File: config.mk
export PLATFORM = sky130hd
export DESIGN_NAME = seg7_scan_driver
export DESIGN_NICKNAME = d
export VERILOG_FILES = /design/src/rtl/seg7_pkg.sv /design/src/rtl/bcd_2_seg7.sv /design/src/rtl/seg7_scan_driver.sv
export SDC_FILE = /design/constraint.sdc
export NUM_CORES = 1
export LEC_CHECK = 0
export ABC_AREA = 1
export BUFFER_PORTS_ARGS = -buffer_cell sky130_fd_sc_hd__buf_2
export CORE_ASPECT_RATIO = 1.2
export CORE_MARGIN = 3
export CORE_UTILIZATION = 53
export CTS_CLUSTER_DIAMETER = 80
export DETAILED_ROUTE_END_ITERATION = 10
export PLACE_DENSITY = 0.82
export SYNTH_ARGS = -nofsm -noshare
export SYNTH_HDL_FRONTEND = slang
export SYNTH_SLANG_ARGS = --single-unit
File: constraint.sdc
create_clock -name clk_i -period 2.6 [get_ports clk_i]
set_clock_uncertainty 0.2 [all_clocks]
set_input_delay 0.39 -clock clk_i [delete_from_list [all_inputs] [get_ports clk_i]]
set_output_delay 0.39 -clock clk_i [all_outputs]
set_load 0.005 [all_outputs]
File: src/rtl/seg7_pkg.sv
// Shared types and segment glyph constants for the 7-segment scan driver.
// Segment bit order is {g,f,e,d,c,b,a}, active-high.
package seg7_pkg;

  typedef logic [3:0] bcd_digit_t;

  localparam logic [6:0] SEG_BLANK = 7'b000_0000;
  localparam logic [6:0] SEG_DASH  = 7'b100_0000;

  // Element [n] is the glyph for decimal digit n.
  localparam logic [9:0][6:0] SEG_GLYPHS = {
    7'b110_1111,  // 9
    7'b111_1111,  // 8
    7'b000_0111,  // 7
    7'b111_1101,  // 6
    7'b110_1101,  // 5
    7'b110_0110,  // 4
    7'b100_1111,  // 3
    7'b101_1011,  // 2
    7'b000_0110,  // 1
    7'b011_1111   // 0
  };

endpackage

File: src/rtl/bcd_2_seg7.sv
// Combinational BCD-to-7-segment decoder, active-high outputs.
// Codes 10-15 are not decimal and decode to a '-' glyph.
module bcd_2_seg7
  import seg7_pkg::*;
(
  input  bcd_digit_t  digit,
  output logic [6:0]  seg
);

  // Glyph lookup with dash fallback for non-decimal codes
  always_comb begin
    seg = SEG_DASH;
    if (digit <= 4'd9) begin
      seg = SEG_GLYPHS[digit];
    end else begin
      seg = SEG_DASH;
    end
  end

endmodule

File: src/rtl/seg7_scan_driver.sv
// Time-multiplexed 7-segment driver: frame-synchronous BCD commit, leading-zero
// blanking, anti-ghosting dead time and configurable pin polarity.
module seg7_scan_driver
  import seg7_pkg::*;
#(
  parameter int DIGITS         = 3,
  parameter int REFRESH_DIV    = 50000,
  parameter int DEAD_CYCLES    = 500,
  parameter int BLANK_LEADING  = 1,
  parameter int ACTIVE_LOW_SEG = 1,
  parameter int ACTIVE_LOW_AN  = 1
) (
  input  logic                   clk_i,
  input  logic                   rst_n_i,
  input  logic [DIGITS-1:0][3:0] bcd_i,
  input  logic                   load_i,
  input  logic                   blank_i,
  input  logic [DIGITS-1:0]      dp_i,
  output logic [6:0]             seg_o,
  output logic                   dp_o,
  output logic [DIGITS-1:0]      an_o
);

  localparam int TW = (REFRESH_DIV > 1) ? $clog2(REFRESH_DIV) : 1;
  localparam int IW = (DIGITS > 1) ? $clog2(DIGITS) : 1;
  localparam logic [TW-1:0]     TICK_LAST = TW'(REFRESH_DIV - 1);
  localparam logic [TW-1:0]     TICK_DEAD = TW'(DEAD_CYCLES);
  localparam logic [IW-1:0]     IDX_LAST  = IW'(DIGITS - 1);
  localparam logic [6:0]        SEG_OFF   = (ACTIVE_LOW_SEG != 0) ? 7'h7F : 7'h00;
  localparam logic              DP_OFF    = (ACTIVE_LOW_SEG != 0) ? 1'b1 : 1'b0;
  localparam logic [DIGITS-1:0] AN_OFF    = (ACTIVE_LOW_AN != 0) ? {DIGITS{1'b1}} : {DIGITS{1'b0}};

  logic [TW-1:0]            tick_r, tick_nxt_s;
  logic [IW-1:0]            idx_r, idx_nxt_s;
  logic [DIGITS-1:0][3:0]   shadow_r, shadow_nxt_s;
  logic [DIGITS-1:0][3:0]   disp_r, disp_nxt_s;
  logic                     pending_r, pending_nxt_s;
  logic                     wrap_s, frame_s, active_s;
  logic [DIGITS-1:0]        lzb_s, an_nxt_s;
  logic [6:0]               glyph_s, seg_nxt_s;
  logic                     dp_nxt_s;
  bcd_digit_t               digit_s;

  // Scan counters and the shadow/display double buffer
  always_comb begin
    wrap_s        = (tick_r == TICK_LAST);
    frame_s       = wrap_s && (idx_r == IDX_LAST);
    tick_nxt_s    = wrap_s ? {TW{1'b0}} : tick_r + TW'(1);
    idx_nxt_s     = idx_r;
    shadow_nxt_s  = shadow_r;
    disp_nxt_s    = disp_r;
    pending_nxt_s = pending_r;
    if (wrap_s) begin
      idx_nxt_s = (idx_r == IDX_LAST) ? {IW{1'b0}} : idx_r + IW'(1);
    end else begin
      idx_nxt_s = idx_r;
    end
    // A load landing exactly on the boundary bypasses the shadow so it shows this frame.
    if (frame_s) begin
      pending_nxt_s = 1'b0;
      if (load_i) begin
        shadow_nxt_s = bcd_i;
        disp_nxt_s   = bcd_i;
      end else if (pending_r) begin
        disp_nxt_s = shadow_r;
      end else begin
        disp_nxt_s = disp_r;
      end
    end else if (load_i) begin
      shadow_nxt_s  = bcd_i;
      pending_nxt_s = 1'b1;
    end else begin
      pending_nxt_s = pending_r;
    end
  end

  // Leading-zero blanking, digit select and anode/segment gating
  always_comb begin
    logic zero_run;
    zero_run = 1'b1;
    lzb_s    = {DIGITS{1'b0}};
    for (int k = DIGITS - 1; k >= 0; k--) begin
      zero_run = zero_run && (disp_nxt_s[k] == 4'd0);
      lzb_s[k] = (BLANK_LEADING != 0) && (k != 0) && zero_run;
    end
    digit_s  = disp_nxt_s[idx_nxt_s];
    active_s = (tick_nxt_s >= TICK_DEAD) && !blank_i && !lzb_s[idx_nxt_s];
    an_nxt_s = {DIGITS{1'b0}};
    if (active_s) begin
      an_nxt_s[idx_nxt_s] = 1'b1;
      seg_nxt_s           = glyph_s;
      dp_nxt_s            = dp_i[idx_nxt_s];
    end else begin
      seg_nxt_s = SEG_BLANK;
      dp_nxt_s  = 1'b0;
    end
  end

  bcd_2_seg7 u_dec (
    .digit (digit_s),
    .seg   (glyph_s)
  );

  // State and pin registers; outputs track the state they are registered with
  always_ff @(posedge clk_i or negedge rst_n_i) begin
    if (!rst_n_i) begin
      tick_r    <= {TW{1'b0}};
      idx_r     <= {IW{1'b0}};
      shadow_r  <= '0;
      disp_r    <= '0;
      pending_r <= 1'b0;
      seg_o     <= SEG_OFF;
      dp_o      <= DP_OFF;
      an_o      <= AN_OFF;
    end else begin
      tick_r    <= tick_nxt_s;
      idx_r     <= idx_nxt_s;
      shadow_r  <= shadow_nxt_s;
      disp_r    <= disp_nxt_s;
      pending_r <= pending_nxt_s;
      seg_o     <= seg_nxt_s ^ SEG_OFF;
      dp_o      <= dp_nxt_s ^ DP_OFF;
      an_o      <= an_nxt_s ^ AN_OFF;
    end
  end

endmodule
==> run_results.csv, run 1 <==
group,metric,value,unit
run_status,violations,"hold timing",
clocking,cts_buffers,5,
clocking,htreeDepth,2,
clocking,clk_latency,310,ps
floorplan,dieWidth,76.1,µm
drt,postRouteAntennaNets,0,
floorplan,ioPinCount,30,
global_route,grt_max_degree,55,
place,hpwl,5.25,mm
floorplan,start_util,55.1,%
global_route,grt_pass1_wl,12.0,mm
drt,drt-wirelength-per-cell,12.8,µm
critical_path,arrival,2580,ps
final_layout,layout-drive-gt1-share,31.5,%
final_layout,synthToLayoutAreaGrowth,24.6,%
synthesis,synthTopCellsByArea,"dfrtp_1 (34%), nand2_1 (20%), dfstp_2 (9.3%)",
synthesis,netlist_area,0.00312,mm²
floorplan,placementRows,30,
drt,vias_per_cell,4.93,
critical_path,cp_top_family,"simple AND/OR/NAND/NOR gates",
synthesis,yosysMostFrequentCell,"nand2_1",
critical_path,crit_path_frequent_cell,"nor2_4",
drt,routed_wl,7.34,mm
timing,setup_viol,0,
timing,fin_crit_sh,97.5,%
drt,drc,0,
timing,rsz0062_at_grt,"yes",
global_route,grt_usage,21.3,%
synthesis,synth_async_sr_flop_share,100,%
global_route,grt_overflow,0,
synthesis,synth_top_cell_area_share,34.4,%
synthesis,synth_cells,431,
timing,worst_slew_pin_slew,675,ps
timing,hold_viol_final,7,
critical_path,cp_slowest_cell,"dfrtp_1",
critical_path,worst-setup-path-type,"flop to flop",
clocking,clock_path_buffers,2,
clocking,cts_tree,"yes",
synthesis,synth_ff_type,"dfrtp_1",
synthesis,ys_ff_latch,54,
floorplan,dieArea,0.00686,mm²
place,port_buffers,29,
timing,fin_crit,2530,ps
worst_hold_path,hold_class,"primary input to asynchronous set/reset pin",
global_route,grt_pass1_vias,2897,
drt,vias,2837,
power_and_ir_drop,pwr_density_cell,367,mW/mm²
timing,fmax,394,MHz
power_and_ir_drop,peakVddDrop,289,µV
synthesis,ys_seq_area_share,43.7,%
critical_path,path_cells,"ha_4, nand2_4, nor2_4, nand3_2, nor2_4, nand2_2, nand2_4, nor2_4, nand2_2, nand2_4, nor2_4, buf_6, ha_2, nor2_2, nand4_1, nand3_1, nand2_1, nand2_1",
synthesis,synth_nets,456,
run,cap_violations,0,
synthesis,ys_types,32,
place,dpl_cell_area,0.00351,mm²
final_layout,nNetsFinal,519,
floorplan,coreArea,0.00567,mm²
timing,drv_slew,0,
clocking,cts-root-buf,"clkbuf_8",
critical_path,critPathRequiredTime,2640,ps
critical_path,worst-path-max-fanout,4,
drt,drt_iter0_drc,123,
drt,first_pass_iters,4,
critical_path,cp_slowest_stage_delay,400,ps
critical_path,crit_buf_inv,1,
final_layout,antennaDiodeCount,0,
run_status,status,"complete, but fails checks",
synthesis,yosys_warnings,0,
place,gp_congestion,0.895,
timing,holdWs,-10.7,ps
clocking,numClockSinks,54,
synthesis,synthTopCellsByCount,"nand2_1 (170), nor2_1 (48), inv_1 (45), dfrtp_1 (43), nand3_1 (29)",
synthesis,synth-edff-count,0,
floorplan,die-height,90.1,µm
critical_path,end_kind,"flop",
power_and_ir_drop,p_leak,1.96,nW
clocking,clk_pin_slew,90,ps
final_layout,postLayoutCellArea,0.00389,mm²
critical_path,critPathLaunchType,"flop",
synthesis,synth_area_per_cell,7.25,µm²
synthesis,yosysTopAreaCell,"dfrtp_1",
global_route,antenna_found_initial,0,
final_layout,final_util,68.7,%
timing,slew_headroom,55.0,%
[layout make-up]
cell class,instances,area [µm²]
fill,454,1770
clock inverter,1,5.00
tap,80,100
clock buffer,7,86.3
multi-input combinational,320,1730
timing repair buffer,63,404
sequential,54,1370
inverter,50,190
[metal layers]
layer | wire [µm] | vias up | track usage, % | share of wire [%]
met2 | 4060 | 43 | 41.4 | 55
met5 | 0 | - | 0 | 0
met1 | 2900 | 1321 | 22.4 | 40
met4 | 227 | 0 | 9.82 | 3.1
li1 | - | 1452 | - | -
met3 | 155 | 21 | 2.61 | 2.1
[sequential cells by signal, indices dropped and copies added, names as in the netlist]
register	flops
shadow_r	12
pending_r	1
dp_o	1
idx_r	2
seg_o	7
disp_r	12
an_o	3
tick_r	16
[timing repair]
item	4_1_cts	5_1_grt
pin swaps	0	29
setup buffers	0	10
resized for setup	6	57
endpoints found under the hold margin	0	0
setup endpoints to repair	6	7
hold buffers	0	0
[worst paths after layout]
kind                       slack [ps]  depth (start not counted)   startpoint     endpoint
min                               -10                          2      rst_n_i    tick_r[5]
max reg2reg                        70                         18    tick_r[1]     seg_o[4]
min reg2reg                       280                          2  shadow_r[6]  shadow_r[6]
min in group clk_i                110                          3     bcd_i[3]  shadow_r[3]
max in group asynchronous        1710                          2      rst_n_i    tick_r[4]
max                                70                         18    tick_r[1]     seg_o[4]
[metrics by stage]
step | power, mW | TNS [ps] | worst slack (ps) | std cells | hold slack, ps
3_3_place_gp | 0.960 | -69.1 | -11.8 | 557 | 250
3_5_place_dp | 0.963 | -773 | -133 | 557 | 254
5_1_grt | 1.50 | -432 | -83.2 | 575 | 54.8
2_1_floorplan | 0.918 | 0 | 21.3 | 431 | -106
4_1_cts | 1.44 | 0 | 1.53 | 565 | 29.7
6_report | 1.43 | 0 | 65.0 | 575 | -10.7
[placed cells by master (no fill, tap or decap), types with 2 or more instances in the layout]
master,instances
dfstp_2,11
a21oi_1,2
clkbuf_8,6
nand2_1,156
nor2_4,14
buf_2,29
o21ai_0,13
inv_1,42
ha_1,2
buf_4,33
nand2_2,20
nand2_4,6
nor2_2,5
nor3_1,2
nand3_2,5
nand4_1,8
dfrtp_1,36
o21ai_2,2
clkinv_1,2
o21a_1,2
ha_4,3
xor2_1,4
inv_2,5
nand3_4,3
nor2_1,39
nand3_1,25
dfrtp_2,7
[where the power goes]
part	internal, mW	leakage, nW	switching (mW)
Sequential	0.856	0.625	0.00729
Combinational	0.0306	1.29	0.0522
Clock	0.216	0.0482	0.268
Total	1.10	1.96	0.327
[worst register-to-register path: cells and delay by family (launching register included)]
family | cells | cell delay [ps]
adders and majority gates | 2 | 380
buffers and inverters | 1 | 130
DFF | 1 | 400
and+or+nand+nor | 15 | 1360
[logic make-up after synthesis]
group	Yosys count	synth area share [%]
adders and majority gates	6	2.40
buffers and inverters	57	7.41
AOI/OAI and AO/OA	22	4.00
xor gates and xnor gates	4	1.12
DFF	54	43.7
and+or+nand+nor	288	41.4
Power figures use the tool's default switching activity.
==> inputs of run 2 (changes only) <==
--- a/config.mk
+++ b/config.mk
@@ -15,4 +15,5 @@
 export PLACE_DENSITY = 0.82
 export SYNTH_ARGS = -nofsm -noshare
 export SYNTH_HDL_FRONTEND = slang
+export SYNTH_HIERARCHICAL = 1
 export SYNTH_SLANG_ARGS = --single-unit
==> run_results.csv, run 2 <==
group,metric,value,unit
synthesis,synth-compound-area-share,5.80,%
critical_path,critPathRequiredTime,2650,ps
power_and_ir_drop,p_leak,2.11,nW
synthesis,synth_async_sr_flop_share,100,%
drt,drt_iter0_drc,166,
critical_path,end_kind,"flop",
drt,drc,0,
critical_path,crit_buf_inv,6,
timing,setup-tns-final,-27.8,ps
place,port_buffers,29,
power_and_ir_drop,pwr_density_cell,378,mW/mm²
critical_path,timing.rr.start,"tick_r[1]",
synthesis,ys_ff_latch,54,
final_layout,layout_commonest_cell,"nand2_1",
floorplan,placementRows,29,
critical_path,arrival,2670,ps
drt,postRouteAntennaNets,0,
place,hpwl,5.19,mm
synthesis,synth_top_cell_area_share,34.7,%
final_layout,largestRegisters,"tick_r: 16 flops, disp_r: 12 flops, shadow_r: 12 flops",
synthesis,ys_types,29,
floorplan,coreArea,0.00548,mm²
worst_hold_path,hold_class,"primary input to flop",
synthesis,synth-edff-count,0,
final_layout,max_flop_register,"tick_r",
final_layout,nNetsFinal,528,
critical_path,path_cells,"ha_4, nand2_4, buf_12, nor2_8, nand3_4, nor2_4, nor2_2, nor2_4, nand2_2, inv_2, nand2_1, o211ai_1, buf_4, buf_4, ha_2, inv_1, nand2_2, nand3_1, nand2_1, inv_1, nand3_2",
final_layout,layout-drive-gt1-share,33.3,%
power_and_ir_drop,finalPower,1.51,mW
drt,vias_per_cell,4.92,
run_status,violations,"setup timing",
timing,fin_crit_sh,101,%
global_route,grt_max_degree,32,
place,place_ws,-109,ps
power_and_ir_drop,peakVddDrop,302,µV
drt,drt-wirelength-per-cell,12.3,µm
final_layout,synthToLayoutAreaGrowth,28.5,%
global_route,grt_usage,23.0,%
timing,slew_headroom,60.9,%
clocking,clock_path_buffers,2,
critical_path,startpoint,"tick_r[1]",
timing,setup_viol,2,
synthesis,netlist_area,0.00310,mm²
run_status,status,"complete, but fails checks",
final_layout,antennaDiodeCount,0,
synthesis,muxShareOfSynthArea,0,%
global_route,grt_pass1_vias,2907,
global_route,grt_pass1_wl,12.5,mm
synthesis,synthXorXnorAreaFrac,0.846,%
drt,routed_wl,7.13,mm
critical_path,worst-setup-path-type,"flop to flop",
synthesis,synthTopCellsByArea,"dfrtp_1 (35%), nand2_1 (16%), dfstp_2 (9.3%)",
synthesis,synthSimpleGateAreaFrac,37.2,%
clocking,cts_tree,"yes",
timing,fmax,381,MHz
synthesis,synth_fa_ha_area_share,2.42,%
synthesis,ys_seq_area_share,44.0,%
floorplan,start_util,56.7,%
final_layout,final_cell_mix,"nand2_1 (128), inv_1 (58), buf_4 (52)",
final_layout,largest_register_ffs,16,
clocking,numClockSinks,54,
synthesis,synth_area_per_cell,7.43,µm²
drt,first_pass_iters,4,
run,cap_violations,0,
synthesis,synth_ff_type,"dfrtp_1",
clocking,cts_buffers,5,
critical_path,cp_slowest_stage_delay,410,ps
synthesis,yosysMostFrequentCell,"nand2_1",
global_route,grt_overflow,0,
timing,drv_slew,0,
synthesis,synth_top_family_by_area,"simple AND/OR/NAND/NOR gates",
clocking,clk_pin_slew,100,ps
critical_path,worst-path-max-fanout,4,
floorplan,ioPinCount,30,
clocking,cts-root-buf,"clkbuf_8",
drt,vias,2857,
timing,finalWorstSetupSlack,-22.1,ps
floorplan,die-height,89.8,µm
global_route,antenna_found_initial,0,
timing,holdWs,102,ps
synthesis,synth_nets,443,
critical_path,cp_slowest_cell,"dfrtp_1",
synthesis,synthTopCellsByCount,"nand2_1 (136), inv_1 (62), nor2_1 (49), dfrtp_1 (43), nand3_1 (26)",
timing,rsz0062_at_grt,"yes",
critical_path,cp_top_family,"simple AND/OR/NAND/NOR gates",
timing,hold_viol_final,0,
floorplan,dieArea,0.00682,mm²
worst_hold_path,hold_start,"bcd_i[2]",
final_layout,final_util,72.8,%
clocking,clk_latency,310,ps
synthesis,yosysTopAreaCell,"dfrtp_1",
clocking,htreeDepth,2,
timing,fin_crit,2620,ps
floorplan,dieWidth,75.9,µm
synthesis,yosys_warnings,6,
synthesis,synth_cells,418,
timing,worst_slew_pin_slew,586,ps
critical_path,critPathLaunchType,"flop",
place,gp_congestion,0.873,
run 2: changes by cell type after synthesis, sizes merged, moves of 2 or more:
cell,delta
clkinv,-2
nand2,-40
nor3,-2
nand4,-4
xor2,-2
o21ai,+5
o211ai,+4
o21bai,+2
o21a,-2
nand3,+7
inv,+20
run 2: timing repair:
action,in CTS,in global routing
gates resized for setup,22,12
pin swaps,9,10
buffers inserted,5,2
setup endpoints to repair,7,7
endpoints found under the hold margin,23,0
hold buffers,1,0
run 2: cell type report:
| type | instances | area (µm²) |
|---|---|---|
| flip-flops and latches | 54 | 1370 |
| well taps | 77 | 96.3 |
| repair buffers | 85 | 597 |
| inverters | 68 | 260 |
| fillers | 390 | 1490 |
| clock buffers | 8 | 111 |
| multi-input cells | 289 | 1560 |
run 2: power breakdown:
group	internal, mW	switching (mW)	total [mW]
sequential	0.857	0.00695	0.864
combinational	0.0352	0.0547	0.0899
clock	0.276	0.279	0.555
total	1.17	0.340	1.51
run 2: cells by family after synthesis:
kind of cell | after synthesis
flip-flops | 54
XOR/XNOR | 3
AND/OR/NAND/NOR | 249
buffers and inverters | 75
adder cells (fa/ha/maj) | 6
AO/OA/AOI/OAI | 31
run 2: through the flow:
step / cell area (µm²) / std cells
floorplan: 3130 / 418
global placement: 3700 / 565
detailed placement: 3700 / 565
CTS: 3940 / 579
global route: 3990 / 581
finish: 3990 / 581
run 2: per-layer routing:
layer  track usage, %  vias up  share of wire [%]
met5                0        -                  0
met4             10.5        0                3.3
met3             2.68       20                2.3
met2             39.4       53                 53
met1             27.7     1332                 42
li1                 -     1452                  -
run 2: worst reg2reg max path, delay by kind of cell (launching register included):
kind	cells	cell delay (ps)
AO/OA/AOI/OAI	1	120
flip-flops	1	410
adder cells (fa/ha/maj)	2	320
AND/OR/NAND/NOR	12	930
buffers and inverters	6	590
run 2: final timing paths:
check | end | slack [ps] | cells after the start
min in group asynchronous | shadow_r[7] | 410 | 2
worst min-delay path | shadow_r[2] | 100 | 3
max in group asynchronous | seg_o[2] | 1150 | 3
worst min register to register | disp_r[0] | 280 | 2
worst max-delay path | seg_o[5] | -20 | 21
worst max register to register | seg_o[5] | -20 | 21
